**config.mk**
```make
export PLATFORM = sky130hd
export DESIGN_NAME = fetch_unit_flat
export DESIGN_NICKNAME = d
export VERILOG_FILES = /design/src/rtl/fetch_unit_if.sv /design/src/rtl/fetch_unit.sv /design/src/flat_wrapper.sv
export SDC_FILE = /design/constraint.sdc
export NUM_CORES = 1
export LEC_CHECK = 0
export ABC_AREA = 1
export CORE_UTILIZATION = 40
export DETAILED_ROUTE_END_ITERATION = 6
export MAX_ROUTING_LAYER = met4
export PLACE_DENSITY_LB_ADDON = 0.3
export SYNTH_ARGS = -nofsm -noshare
export SYNTH_HDL_FRONTEND = slang
export SYNTH_SLANG_ARGS = --single-unit
```
**constraint.sdc**
```tcl
create_clock -name CLK -period 3.2 [get_ports CLK]
set_input_delay 0.64 -clock CLK [delete_from_list [all_inputs] [get_ports CLK]]
set_output_delay 0.64 -clock CLK [all_outputs]
set_load 0.03 [all_outputs]
```
**src/rtl/fetch_unit_if.sv**
```systemverilog
// Fetch-stage bus: redirect inputs from execute, instruction-memory port and
// the fetched-instruction outputs toward decode.
interface fetch_unit_if;
    logic        redirect_valid;
    logic [1:0]  pcsrc;
    logic [25:0] jaddr;
    logic [31:0] jr_addr;
    logic [15:0] br_imm;
    logic [31:0] br_npc;
    logic        halt;
    logic        stall;
    logic        ihit;
    logic [31:0] imemload;
    logic        imemREN;
    logic [31:0] imemaddr;
    logic        instr_valid;
    logic [31:0] instr_out;
    logic [31:0] npc_out;

    modport master (
        input  redirect_valid, pcsrc, jaddr, jr_addr, br_imm, br_npc,
               halt, stall, ihit, imemload,
        output imemREN, imemaddr, instr_valid, instr_out, npc_out
    );

    modport slave (
        output redirect_valid, pcsrc, jaddr, jr_addr, br_imm, br_npc,
               halt, stall, ihit, imemload,
        input  imemREN, imemaddr, instr_valid, instr_out, npc_out
    );
endinterface

```
**src/rtl/fetch_unit.sv**
```systemverilog
// Instruction fetch stage: sequential PC, redirects from execute, drops an
// in-flight memory response after a redirect, and a sticky halt.
module fetch_unit #(
    parameter logic [31:0] PC_INIT = 32'h0000_0000
) (
    input  logic CLK,
    input  logic nRST,
    fetch_unit_if.master bus
);
    typedef enum logic [1:0] {FETCH, DROP, HALT} state_t;

    localparam logic [1:0] ADD4_DIAOSI   = 2'd0;
    localparam logic [1:0] JUMP_DIAOSI   = 2'd1;
    localparam logic [1:0] JR_DIAOSI     = 2'd2;
    localparam logic [1:0] BRANCH_DIAOSI = 2'd3;

    state_t      state_q, state_d;
    logic [31:0] pc_q, pc_d;
    logic [31:0] req_addr_q, req_addr_d;
    logic        instr_valid_q, instr_valid_d;
    logic [31:0] instr_out_q, instr_out_d;
    logic [31:0] npc_out_q, npc_out_d;

    logic        ren;
    logic        redirect;
    logic [31:0] target;
    logic [31:0] br_off;

    assign redirect = bus.redirect_valid && (bus.pcsrc != ADD4_DIAOSI);
    assign br_off   = {{14{bus.br_imm[15]}}, bus.br_imm, 2'b00};

    always_comb begin
        target = pc_q;
        case (bus.pcsrc)
            JUMP_DIAOSI:   target = {bus.br_npc[31:28], bus.jaddr, 2'b00};
            JR_DIAOSI:     target = bus.jr_addr & 32'hFFFF_FFFC;
            BRANCH_DIAOSI: target = bus.br_npc + br_off;
            default:       target = pc_q;
        endcase
    end

    // Gated by nRST so no request escapes while the block is held in reset.
    always_comb begin
        ren = 1'b0;
        if (nRST) begin
            case (state_q)
                FETCH:   ren = !(instr_valid_q && bus.stall);
                DROP:    ren = 1'b1;
                default: ren = 1'b0;
            endcase
        end
    end

    always_comb begin
        state_d       = state_q;
        pc_d          = pc_q;
        req_addr_d    = req_addr_q;
        instr_valid_d = instr_valid_q;
        instr_out_d   = instr_out_q;
        npc_out_d     = npc_out_q;

        if (!bus.stall) begin
            instr_valid_d = 1'b0;
        end

        if (bus.halt) begin
            state_d       = HALT;
            instr_valid_d = 1'b0;
        end else begin
            case (state_q)
                FETCH: begin
                    if (redirect) begin
                        pc_d          = target;
                        instr_valid_d = 1'b0;
                        // Outstanding read must be drained before the new PC is issued.
                        if (ren && !bus.ihit) begin
                            req_addr_d = pc_q;
                            state_d    = DROP;
                        end
                    end else if (ren && bus.ihit) begin
                        instr_out_d   = bus.imemload;
                        npc_out_d     = pc_q + 32'd4;
                        instr_valid_d = 1'b1;
                        pc_d          = pc_q + 32'd4;
                    end
                end
                DROP: begin
                    if (redirect) begin
                        pc_d          = target;
                        instr_valid_d = 1'b0;
                    end
                    if (bus.ihit) begin
                        state_d = FETCH;
                    end
                end
                HALT: begin
                    instr_valid_d = 1'b0;
                end
                default: begin
                    state_d = FETCH;
                end
            endcase
        end
    end

    always_ff @(posedge CLK or negedge nRST) begin
        if (!nRST) begin
            state_q       <= FETCH;
            pc_q          <= PC_INIT;
            req_addr_q    <= 32'd0;
            instr_valid_q <= 1'b0;
            instr_out_q   <= 32'd0;
            npc_out_q     <= 32'd0;
        end else begin
            state_q       <= state_d;
            pc_q          <= pc_d;
            req_addr_q    <= req_addr_d;
            instr_valid_q <= instr_valid_d;
            instr_out_q   <= instr_out_d;
            npc_out_q     <= npc_out_d;
        end
    end

    assign bus.imemREN     = ren;
    assign bus.imemaddr    = (state_q == DROP) ? req_addr_q : pc_q;
    assign bus.instr_valid = instr_valid_q;
    assign bus.instr_out   = instr_out_q;
    assign bus.npc_out     = npc_out_q;
endmodule

```
**src/flat_wrapper.sv**
```systemverilog
// flat-port wrapper written by rule: the top's interface ports become plain ports
module fetch_unit_flat 
#(
    parameter logic [31:0] PC_INIT = 32'h0000_0000
)
  (CLK, nRST, bus_redirect_valid, bus_pcsrc, bus_jaddr, bus_jr_addr, bus_br_imm, bus_br_npc, bus_halt, bus_stall, bus_ihit, bus_imemload, bus_imemREN, bus_imemaddr, bus_instr_valid, bus_instr_out, bus_npc_out);
  fetch_unit_if bus_i ();
  input  logic CLK;
  input  logic nRST;
  input wire logic [$bits(bus_i.redirect_valid)-1:0] bus_redirect_valid;
  input wire logic [$bits(bus_i.pcsrc)-1:0] bus_pcsrc;
  input wire logic [$bits(bus_i.jaddr)-1:0] bus_jaddr;
  input wire logic [$bits(bus_i.jr_addr)-1:0] bus_jr_addr;
  input wire logic [$bits(bus_i.br_imm)-1:0] bus_br_imm;
  input wire logic [$bits(bus_i.br_npc)-1:0] bus_br_npc;
  input wire logic [$bits(bus_i.halt)-1:0] bus_halt;
  input wire logic [$bits(bus_i.stall)-1:0] bus_stall;
  input wire logic [$bits(bus_i.ihit)-1:0] bus_ihit;
  input wire logic [$bits(bus_i.imemload)-1:0] bus_imemload;
  output wire logic [$bits(bus_i.imemREN)-1:0] bus_imemREN;
  output wire logic [$bits(bus_i.imemaddr)-1:0] bus_imemaddr;
  output wire logic [$bits(bus_i.instr_valid)-1:0] bus_instr_valid;
  output wire logic [$bits(bus_i.instr_out)-1:0] bus_instr_out;
  output wire logic [$bits(bus_i.npc_out)-1:0] bus_npc_out;
  assign bus_i.redirect_valid = bus_redirect_valid;
  assign bus_i.pcsrc = bus_pcsrc;
  assign bus_i.jaddr = bus_jaddr;
  assign bus_i.jr_addr = bus_jr_addr;
  assign bus_i.br_imm = bus_br_imm;
  assign bus_i.br_npc = bus_br_npc;
  assign bus_i.halt = bus_halt;
  assign bus_i.stall = bus_stall;
  assign bus_i.ihit = bus_ihit;
  assign bus_i.imemload = bus_imemload;
  assign bus_imemREN = bus_i.imemREN;
  assign bus_imemaddr = bus_i.imemaddr;
  assign bus_instr_valid = bus_i.instr_valid;
  assign bus_instr_out = bus_i.instr_out;
  assign bus_npc_out = bus_i.npc_out;
  fetch_unit #(.PC_INIT(PC_INIT)) u_core (.CLK(CLK), .nRST(nRST), .bus(bus_i));
endmodule
```
==> results.cfg <==
[timing]
finalClockSkew_ns = 0.00965
finalSetupViolCount = 0
slew_violations = 0
maxSlewHeadroom_pct = 45.6
fin_crit_sh_pct = 94.9
tns_ns = 0
rsz0062_at_grt = false
setup_ws_ns = 0.163
hold_viol = 0
tightest_slew_ns = 0.815
period_needed_ns = 3.04
fmax_mhz = 329

[floorplan]
coreArea_um2 = 21200
die_x_um = 149
ioPinCount = 244
die_h_um = 149
row_count = 53
start_util_pct = 41.1
die_area_um2 = 22300

[synthesis]
synth.ff_latch_count = 131
netlist_area_um2 = 8700
ys.warnings.count = 0
synth_compound_area_share_pct = 15.4
synth_xor_area_share_pct = 1.90
synth_edf_count = 0
synth_top_area_share_pct = 37.7
seq_area_frac_synth_pct = 37.7
muxShareOfSynthArea_pct = 0.129
syn-mean-instance-area_um2 = 6.89
syn_inst = 1263
synthSimpleGateAreaFrac_pct = 32.7
synthArstFlopShare_pct = 100
synth.distinct_cells = 49
synthAdderAreaFrac_pct = 4.54
synthTopCellsByArea = dfrtp_1, nand2_1, o21ai_0
synth_nets = 1440
synth_ff_type = dfrtp_1
synth_top_family_by_area = simple AND/OR/NAND/NOR gates
synth_top_area_cell = dfrtp_1

[global_route]
grt_max_degree = 132
grt_antenna_before_repair = 0
first_global_vias = 8590
grt_pass1_wl_um = 44400
overflow = 0
grt_use_total_pct = 26.4

[placement]
placed_cells = 1748
portBuffers = 241
dpl_worst_slack_ns = 0.140
routabilityCongestion = 0.974
post-dp-hpwl_um = 22300

[pwr]
p_per_area_nw_per_um2 = 427
p_total_mw = 5.16
cellLeakagePower_nw = 5.69
ir_drop_uv = 338

[route]
drc_errors = 0
viasPerCell = 5.22
vias = 9286
wirelength_um = 28300
wl_per_cell_um = 15.9
first_pass_iters = 5
ant_nets = 0
drt_iter0_drc = 556

[final_layout]
diodes = 0
postLayoutCoreUtil_pct = 57.1
drive_gt1_share_pct = 5.78
area_growth_pct = 38.9
nets = 1669
layoutNonFillerInstCount = 1780

[clocking]
cts_hold_buffers = 0
cts_buffers = 17
post_cts_buffers = 0
cts.sinks = 131
worstSkewPairLatency_ns = 0.41
clk_pin_slew_ns = 0.06
cts_tree = done
cts-resized-gates = 0
cts_buffer_depth = 2
cts_max_level = 4
cts_root_buffer = clkbuf_16

[critical_path]
cp-startpoint = u_core.state_q[1]
cp_max_fo = 54
cp.required_ns = 2.56
crit_type = register to output pin
crit_path_start_kind = register
endpoint_kind = output pin
r2r_start = u_core.pc_q[2]
worstPathArrival_ns = 2.40

[worst_hold_path]
hold_path_class = input port to asynchronous set/reset pin

[status]
status = complete, no violations

[run]
cap_violations = 0
## per-layer routing
metal,track usage [%],up-vias,share of wire (%)
met5,-,-,0
met4,9.80,0,3.2
met3,3.72,48,7.0
met2,40.9,380,46
met1,34.9,4231,44
li1,-,4627,-
## synth_stat cells (all sizes together) (2+ instances only)
library cell,number
and3,2
a22o,3
a21oi,57
a31oi,11
a21o,2
o211ai,2
xor2,17
a211oi,8
nor2,104
inv,120
nor4,8
buf,18
a221o,2
nor3,21
nand2,442
dfrtp,131
clkbuf,30
a221oi,16
nand3b,5
o21bai,6
and2,2
nand4,11
ha,30
o31ai,3
or2,5
o21ai,122
nand3,79
## registers in the layout, indices dropped and copies added (netlist names)
register,cells
u_core.bus.instr_out,32
u_core.pc_q,32
u_core.bus.npc_out,32
u_core.bus.instr_valid,1
u_core.state_q,2
u_core.req_addr_q,32
## metrics by stage
step | hold slack (ns) | area (um^2)
3_5_place_dp | 0.464 | 11500
3_3_place_gp | 0.460 | 11500
4_1_cts | 0.398 | 12100
5_1_grt | 0.377 | 12100
6_report | 0.363 | 12100
2_1_floorplan | 0.344 | 8700
## logic make-up after synthesis
kind of cell / count (synthesis)
xor gates and xnor gates: 18
buffers and inverters: 168
muxes: 1
AOI/OAI and AO/OA: 235
adders and majority gates: 31
DFF: 131
and+or+nand+nor: 679
## area by class of cell
class,instances,area [um^2]
clock inverter,15,181
inverter,120,450
multi-input combinational,964,4780
sequential,131,3280
clock buffer,17,425
timing repair buffer,258,2630
fill,2003,9070
tap,275,344
## final timing paths
kind,cells after the start,end,slack [ns]
setup reg to reg,13,u_core.pc_q[28],0.77
max in group asynchronous,2,u_core.bus.npc_out[20],2.32
hold reg to reg,2,u_core.bus.instr_out[15],0.48
setup / recovery,5,bus_imemaddr[16],0.16
min in group CLK,2,u_core.bus.instr_out[15],0.48
hold / removal,2,u_core.req_addr_q[10],0.36
## worst max-delay path: stages (launching register included)
cell             delay, ns
dfrtp_1               0.46
nor2_4                0.32
buf_12                0.26
nand2_1               0.06
o21ai_0               0.12
clkdlybuf4s50_1       0.74
## power breakdown
part / internal, mW / leakage (nW) / switching, mW
Clock: 1.23 / 0.282 / 0.746
Combinational: 0.537 / 3.67 / 0.825
Sequential: 1.73 / 1.74 / 0.0908
## cells in the final DEF, fill, tap and decap left out, types with 4 or more instances in the layout
master,n
o21bai_1,6
nand3b_1,5
clkbuf_16,17
o21ai_0,105
xor2_1,16
ha_1,30
nand2_2,5
nor4_1,6
nand3_1,75
a221oi_1,16
nand4_1,11
nand2_1,436
inv_2,10
dfrtp_1,131
clkinvlp_4,5
o21ai_1,16
buf_4,11
buf_12,7
a211oi_1,8
a31oi_1,11
a21oi_1,57
clkdlybuf4s50_1,240
inv_1,110
nor2_4,4
nor3_1,18
nor2_1,98
nand3_2,4
Power figures use the tool's default switching activity.
